==> config.mk <==
export PLATFORM = sky130hd
export DESIGN_NAME = gps_capture_ctrl
export DESIGN_NICKNAME = d
export VERILOG_FILES = /design/src/rtl/gps_capture_ctrl.sv
export SDC_FILE = /design/constraint.sdc
export NUM_CORES = 1
export LEC_CHECK = 0
export CELL_PAD_IN_SITES_DETAIL_PLACEMENT = 0
export CELL_PAD_IN_SITES_GLOBAL_PLACEMENT = 1
export CORE_MARGIN = 2
export CORE_UTILIZATION = 34
export DETAILED_ROUTE_END_ITERATION = 7
export PLACE_DENSITY = 0.77
export SETUP_SLACK_MARGIN = 0.15
export SYNTH_ARGS = -nofsm -noshare
export SYNTH_HDL_FRONTEND = slang
export SYNTH_SLANG_ARGS = --single-unit
==> constraint.sdc <==
create_clock -name clk -period 1.5 [get_ports clk]
set_input_delay 0.15 -clock clk [delete_from_list [all_inputs] [get_ports clk]]
set_output_delay 0.15 -clock clk [all_outputs]
set_load 0.05 [all_outputs]
==> src/rtl/gps_capture_ctrl.sv <==
// Capture sequencer for the 1-bit GPS sample shift buffer: clear, gated fill of DEPTH
// samples, freeze when full, then a valid/ready walk of the read index for the consumer.
module gps_capture_ctrl #(
    parameter int DEPTH = 81,
    parameter int CW    = 7
) (
    input  logic          clk,
    input  logic          rst,
    input  logic          start,
    input  logic          abort,
    input  logic          sample_en,
    output logic          buf_clr,
    output logic          buf_shift_en,
    output logic [CW-1:0] fill_count,
    output logic          busy,
    output logic          done,
    input  logic          rd_start,
    output logic [CW-1:0] rd_addr,
    output logic          rd_valid,
    input  logic          rd_ready,
    output logic          rd_last
);

    typedef enum logic [2:0] {
        S_IDLE  = 3'd0,
        S_CLEAR = 3'd1,
        S_FILL  = 3'd2,
        S_FULL  = 3'd3,
        S_READ  = 3'd4
    } state_t;

    localparam logic [CW-1:0] LAST_IDX = CW'(DEPTH - 1);
    localparam logic [CW-1:0] FULL_CNT = CW'(DEPTH);

    state_t        state_q, state_d;
    logic [CW-1:0] fill_q, fill_d;
    logic [CW-1:0] rd_addr_q, rd_addr_d;
    logic          abort_act_s;

    assign abort_act_s = abort && (state_q != S_IDLE);

    // State and counter registers with synchronous reset
    always_ff @(posedge clk) begin
        if (rst) begin
            state_q   <= S_IDLE;
            fill_q    <= '0;
            rd_addr_q <= '0;
        end else begin
            state_q   <= state_d;
            fill_q    <= fill_d;
            rd_addr_q <= rd_addr_d;
        end
    end

    // Next-state logic; abort outranks every command and strobe
    always_comb begin
        state_d   = state_q;
        fill_d    = fill_q;
        rd_addr_d = rd_addr_q;
        if (abort_act_s) begin
            state_d   = S_IDLE;
            rd_addr_d = '0;
        end else begin
            case (state_q)
                S_IDLE: begin
                    if (start) begin
                        state_d = S_CLEAR;
                        fill_d  = '0;
                    end else begin
                        state_d = S_IDLE;
                    end
                end
                S_CLEAR: begin
                    state_d = S_FILL;
                end
                S_FILL: begin
                    if (sample_en) begin
                        fill_d = fill_q + CW'(1);
                        if (fill_q == LAST_IDX) begin
                            state_d = S_FULL;
                        end else begin
                            state_d = S_FILL;
                        end
                    end else begin
                        state_d = S_FILL;
                    end
                end
                S_FULL: begin
                    if (rd_start) begin
                        state_d   = S_READ;
                        rd_addr_d = '0;
                    end else begin
                        state_d = S_FULL;
                    end
                end
                S_READ: begin
                    if (rd_ready) begin
                        if (rd_addr_q == LAST_IDX) begin
                            state_d   = S_IDLE;
                            rd_addr_d = '0;
                        end else begin
                            rd_addr_d = rd_addr_q + CW'(1);
                        end
                    end else begin
                        rd_addr_d = rd_addr_q;
                    end
                end
                default: begin
                    state_d   = S_IDLE;
                    rd_addr_d = '0;
                end
            endcase
        end
    end

    // Buffer controls are combinational so the buffer latches on the strobe's own edge
    always_comb begin
        buf_clr      = 1'b0;
        buf_shift_en = 1'b0;
        if (!abort_act_s) begin
            buf_clr      = (state_q == S_CLEAR);
            buf_shift_en = (state_q == S_FILL) && sample_en;
        end else begin
            buf_clr      = 1'b0;
            buf_shift_en = 1'b0;
        end
    end

    assign fill_count = fill_q;
    assign rd_addr    = rd_addr_q;
    assign busy       = (state_q != S_IDLE);
    assign done       = (state_q == S_FULL);
    assign rd_valid   = (state_q == S_READ);
    assign rd_last    = (state_q == S_READ) && (rd_addr_q == LAST_IDX);

    logic unused_s;
    assign unused_s = ^FULL_CNT;

endmodule

==> results of run 1 <==
==> per-layer routing <==
layer	wire length (µm)	up-vias	GRT usage [%]
met4	30	0	4.98
met3	109	4	3.13
met5	0	-	0
met1	1320	493	22.1
met2	1450	19	27.8
li1	-	537	-
==> synthesized netlist by cell type, drive strengths merged (2+ instances only) <==
cell type / number / area share (%)
o211ai: 2 / 1.5
a21oi: 10 / 5.0
xor2: 2 / 1.8
and3: 4 / 2.5
ha: 4 / 5.0
inv: 8 / 3.0
o21ai: 4 / 2.0
nor2: 9 / 3.4
a21o: 2 / 1.5
nand3: 6 / 3.0
nand2: 6 / 2.3
a211oi: 3 / 2.3
nor3: 2 / 1.0
or4: 2 / 1.5
and3b: 2 / 1.9
o21bai: 2 / 2.6
nor4b: 2 / 1.8
dfxtp: 17 / 34
buf: 4 / 2.9
or3: 4 / 3.0
o31ai: 2 / 1.5
nor2b: 3 / 1.9
xnor2: 6 / 5.3
==> flip-flops by register name (all words and copies together), names as in the netlist <==
signal,cells
fill_count,7
rd_addr,7
state_q,3
==> final timing paths <==
kind | startpoint | to | slack, ns
min | rst | fill_count[1]$_SDFFE_PP0P_ | 0.45
max | state_q[0]$_SDFFE_PP0P_ | rd_last | -0.11
min reg2reg | fill_count[1]$_SDFFE_PP0P_ | fill_count[1]$_SDFFE_PP0P_ | 0.52
max reg2reg | state_q[0]$_SDFFE_PP0P_ | rd_addr[1]$_SDFFE_PP0P_ | -0.06
==> what timing repair did <==
| action | 4_1_cts | 5_1_grt |
|---|---|---|
| setup buffers | 10 | 9 |
| pin swaps | 11 | 7 |
| resized for setup | 22 | 23 |
| endpoints found under the setup margin | 19 | 22 |
==> worst reg2reg max path: stages, from the launching register on <==
cell,delay (ns)
dfxtp_2,0.35
or3b_4,0.42
buf_4,0.15
buf_6,0.11
or3_4,0.38
a21oi_2,0.11
==> power by group through the flow <==
| stage | clock (W) | sequential (W) | combinational, W |
|---|---|---|---|
| after detailed placement | 0 | 0.000478 | 0.000238 |
| final | 0.000256 | 0.000463 | 0.000317 |
| after global routing | 0.000293 | 0.000465 | 0.000338 |
| after CTS | 0.000264 | 0.000464 | 0.000285 |
| after floorplan | 0 | 0.000488 | 0.000118 |
| after global placement | 0 | 0.000478 | 0.000236 |
==> layout make-up <==
class,instances,share of cell area (%)
sequential,17,20.7
clock buffer,3,1.25
inverter,8,1.88
tap,31,2.15
timing repair buffer,58,31.5
multi-input combinational,88,42.3
clock inverter,1,0.278
==> cell families (layout without fill, tap and decap cells) <==
family | after synthesis | count (layout) | synth area share [%]
and+or+nand+nor | 48 | 48 | 28.9
DFF | 17 | 17 | 34.3
xor gates and xnor gates | 8 | 8 | 7.06
adders and majority gates | 4 | 4 | 5.04
buffers and inverters | 12 | 70 | 5.93
AOI/OAI and AO/OA | 28 | 28 | 18.8
==> metrics by stage <==
step / utilization, % / cell area, µm² / setup slack (ns)
after CTS: 59.3 / 1630 / -0.104
final: 65.3 / 1800 / -0.108
after floorplan: - / 1050 / -0.0185
after global routing: 65.3 / 1800 / -0.161
after detailed placement: 52.4 / 1450 / -0.206
after global placement: 52.4 / 1450 / -0.195
==> impl_metrics.yaml, run 1 <==
logic_synthesis:
  syn-cell-area_um2: 992
  synth_edf_count: 0
  avgSynthCellArea_um2: 8.48
  netlist_instances: 117
  ys_seq_area_share_pct: 34.3
  syn_nets: 128
  ys.warnings.count: 0
  synth-main-ff-cell: "dfxtp_1"
  ys_types: 39
  ys_ff_latch: 17
  async_reset_ff_share_pct: 0
pwr:
  power_frac_seq_pct: 44.7
  peakVddDrop_mv: 0.513
  power.total_w: 0.00104
  switchingPower_w: 0.000319
  power.internal_w: 0.000718
  cellPowerDensity_nw_per_um2: 576
  p_sw_share_pct: 30.7
  p_leak_nw: 0.704
  power.share.combinational_pct: 30.6
  clock_power_share_pct: 24.7
timing:
  max_freq_ghz: 0.622
  slew_headroom_pct: 81.3
  period_needed_ns: 1.61
  fin_worst_skew_ns: 0.0154
  setup_tns_ns: -0.307
  worstMarginPinSlew_ns: 0.279
  fin_hold_ws_ns: 0.450
  rsz0062_at_grt: "yes"
  finalHoldViolations: 0
  setup_violations: 8
  finalWorstSetupSlack_ns: -0.108
  final_max_slew_viol_count: 0
  finalCritPeriodShare_pct: 107
layout:
  drive_gt1_share_pct: 58.3
  multi_input_area_um2: 761
  layout.nets: 187
  insertedDiodeCount: 0
  mostFrequentLayoutCells: "35 x buf_4, 11 x buf_6, 8 x nor2_1, 8 x dfxtp_2"
  nFillCells: 227
  fin_cells: 206
  final_common_cell: "buf_4"
  seq_area_um2: 373
  area_growth_pct: 81.5
critical_path:
  crit_arrival_ns: 1.46
  critPathTopFamily: "simple AND/OR/NAND/NOR gates"
  cp.buffers_inverters: 2
  crit_type: "flip-flop to output pin"
  slowest_delay_ns: 0.42
  slowest_stage: "or3b_4"
  cp_data_required_time_ns: 1.35
  reg2reg_depth: 5
  worstPathMaxFanout: 4
  cp.depth: 4
  crit_path_cell_trace: "or3b_4 > clkinvlp_4 > and3_4 > buf_12"
  critPathLaunchType: "flip-flop"
  cp-end-kind: "output pin"
status:
  status: "complete, but fails checks"
  violations: "setup timing"
clock_network:
  clkSinkCount: 17
  clk_pin_slew_ns: 0.12
  cts-htree-levels: 1
  cts-buffers-inserted: 3
  root_buffer: "clkbuf_4"
  hold_buffers: 0
  cts_tree: "yes"
  clk_path_buf_depth: 2
  clock_latency_ns: 0.30
detailed_routing:
  drt_first_pass_iters: 4
  drt_iter0_drc: 16
  wl_per_cell_um: 14.1
  num_vias: 1053
  ant_nets: 0
  drc: 0
  via_per_inst: 5.11
  totalWireLength_mm: 2.91
grt:
  grt_usage_pct: 16.7
  grt_max_degree: 11
  grt_pass1_wl_mm: 4.40
  grt_pass1_vias: 1006
  grt_overflow_total: 0
  antenna_found_initial: 0
floorplanning:
  die_height_um: 58.0
  io_pins: 27
  initial_core_util_pct: 36.0
  rows: 19
  die_area_um2: 3370
  die_w_um: 58.0
  core_area_um2: 2760
job:
  max_cap_violations: 0
placement:
  hpwl_mm: 1.84
  gp_congestion: 0.837
  port_buffers: 26
  place_inst: 183
worst_hold_path:
  hp-class: "primary input to flip-flop"
  hold_depth: 2
No activity file was read; power rests on OpenSTA's default activity.
==> inputs of run 2 (changes only) <==
==> constraint.sdc (replaced) <==
create_clock -name clk -period 1.5 [get_ports clk]
set_input_delay 0.45 -clock clk [delete_from_list [all_inputs] [get_ports clk]]
set_output_delay 0.45 -clock clk [all_outputs]
set_load 0.05 [all_outputs]
==> run 2 against run 1 <==
Against the previous run:
- final cell count rose by 1.9%
- clock skew fell by 0.0057 ns
- the flow still finishes with violations (setup timing)
- routed wire length rose by 2.8%
- critical endpoint unchanged
- fmax fell by 15%
==> impl_metrics.yaml, run 2 (synthesis gave the netlist of run 1 again) <==
critical_path:
  ff2ff_setup_slack_ns: -0.37
  cp-end-kind: "output pin"
  crit_type: "flip-flop to output pin"
  cp-endpoint: "rd_last"
  worstPathMaxFanout: 2
  crit_path_start: "state_q[0]$_SDFFE_PP0P_"
  crit_arrival_ns: 1.44
  critPathLaunchType: "flip-flop"
  rr_startpoint: "state_q[0]$_SDFFE_PP0P_"
  reg2reg_to: "rd_addr[1]$_SDFFE_PP0P_"
  cp_data_required_time_ns: 1.05
  reg2reg_depth: 8
grt:
  grt_pass1_vias: 1093
  grt_max_degree: 14
  grt_overflow_total: 0
  grt_pass1_wl_mm: 4.94
  grt_usage_pct: 18.9
  antenna_found_initial: 0
timing:
  finalWorstSetupSlack_ns: -0.393
  fin_worst_skew_ns: 0.00969
  rsz0062_at_grt: "yes"
  finalHoldViolations: 0
  final_max_slew_viol_count: 0
  setup_violations: 16
  fin_hold_ws_ns: 0.530
  worstMarginPinSlew_ns: 0.360
  max_freq_ghz: 0.528
  setup_tns_ns: -3.81
  period_needed_ns: 1.89
  finalCritPeriodShare_pct: 126
  slew_headroom_pct: 75.7
detailed_routing:
  dr_wl_met2_mm: 1.42
  via_per_inst: 5.12
  ant_nets: 0
  drt_first_pass_iters: 4
  highest_layer: "met4"
  drt_iter0_drc: 25
  drc: 0
  wl_per_cell_um: 14.2
  met1_length_mm: 1.43
  totalWireLength_mm: 2.99
  num_vias: 1075
  wl_met3_um: 128
placement:
  gp_congestion: 0.780
  port_buffers: 26
  hpwl_mm: 2.18
pwr:
  switchingPower_w: 0.000324
  power_frac_seq_pct: 45.4
  power.share.combinational_pct: 28.7
  power.internal_w: 0.000697
  p_sw_share_pct: 31.7
  clock_power_share_pct: 25.9
  peakVddDrop_mv: 0.418
  p_leak_nw: 0.756
  cellPowerDensity_nw_per_um2: 514
floorplanning:
  core_area_um2: 2760
  io_pins: 27
  rows: 19
  die_w_um: 58.0
  die_area_um2: 3370
  die_height_um: 58.0
  initial_core_util_pct: 36.0
layout:
  seq_area_um2: 373
  final_common_cell: "buf_4"
  insertedDiodeCount: 0
  area_growth_pct: 100
  nFillCells: 203
  mostFrequentLayoutCells: "23 x buf_4, 20 x buf_12, 13 x buf_6"
  layout.nets: 191
  drive_gt1_share_pct: 57.5
  multi_input_area_um2: 737
worst_hold_path:
  hp-class: "flip-flop to flip-flop"
clock_network:
  root_buffer: "clkbuf_4"
  clk_pin_slew_ns: 0.12
  cts-htree-levels: 1
  hold_buffers: 0
  cts_tree: "yes"
  clk_path_buf_depth: 2
  clock_latency_ns: 0.30
  cts-buffers-inserted: 3
  clkSinkCount: 17
job:
  max_cap_violations: 0
status:
  violations: "setup timing"
  status: "complete, but fails checks"
-- run 2: cell count changes in the layout (fill, tap and decap cells not counted), sizes merged --
| cell | change |
|---|---|
| clkdlybuf4s50 | -4 |
| dlygate4sd2 | +4 |
| buf | +4 |
-- run 2: routing by layer --
metal	track usage, %	up-vias
li1	-	546
met1	27.9	503
met2	28.4	24
met3	3.13	2
met4	5.32	0
met5	0	-
-- run 2: layout make-up --
class	instances	area share, %
Inverter	8	1.70
Clock inverter	1	0.252
Sequential cell	17	18.8
Clock buffer	3	1.13
Tap cell	31	1.95
Multi-Input combinational cell	88	37.1
Timing Repair Buffer	62	39.0
-- run 2: how the worst min path moves through the flow --
stage	startpoint	cells past startpoint	slack, ns	to
floorplan	rst	1	0.51	fill_count[1]$_SDFFE_PP0P_
global placement	fill_count[1]$_SDFFE_PP0P_	2	0.51	fill_count[1]$_SDFFE_PP0P_
detailed placement	fill_count[1]$_SDFFE_PP0P_	2	0.51	fill_count[1]$_SDFFE_PP0P_
CTS	fill_count[1]$_SDFFE_PP0P_	2	0.53	fill_count[1]$_SDFFE_PP0P_
global route	fill_count[1]$_SDFFE_PP0P_	2	0.59	fill_count[1]$_SDFFE_PP0P_
finish	fill_count[1]$_SDFFE_PP0P_	2	0.53	fill_count[1]$_SDFFE_PP0P_
-- run 2: what timing repair did --
item	4_1_cts	5_1_grt
pin swaps	8	6
endpoints found under the setup margin	32	32
endpoints found under the hold margin	0	0
buffers inserted	5	4
gates resized for setup	33	13
-- run 2: stage by stage --
step	worst slack (ns)	cells	cell area [µm²]	util [%]	power, W
4_1_cts	-0.396	207	1920	69.6	0.00101
3_5_place_dp	-0.531	198	1730	62.8	0.000735
5_1_grt	-0.436	210	1980	72.0	0.00106
3_3_place_gp	-0.492	198	1730	62.8	0.000731
6_report	-0.393	210	1980	72.0	0.00102
2_1_floorplan	-0.318	117	1060	-	0.000610
-- run 2: critical path: stages (launching register included) --
cell and delay [ns]:
dfxtp_1 0.34, or3b_4 0.41, clkinvlp_4 0.08, and3_4 0.19
buf_12 0.13
-- run 2: power by group through the flow --
stage | combinational (W) | clock, W | sequential [W]
final | 0.000293 | 0.000264 | 0.000464
after CTS | 0.000279 | 0.000265 | 0.000465
after detailed placement | 0.000258 | 0 | 0.000477
after floorplan | 0.000121 | 0 | 0.000489
after global placement | 0.000256 | 0 | 0.000476
after global routing | 0.000311 | 0.000289 | 0.000465
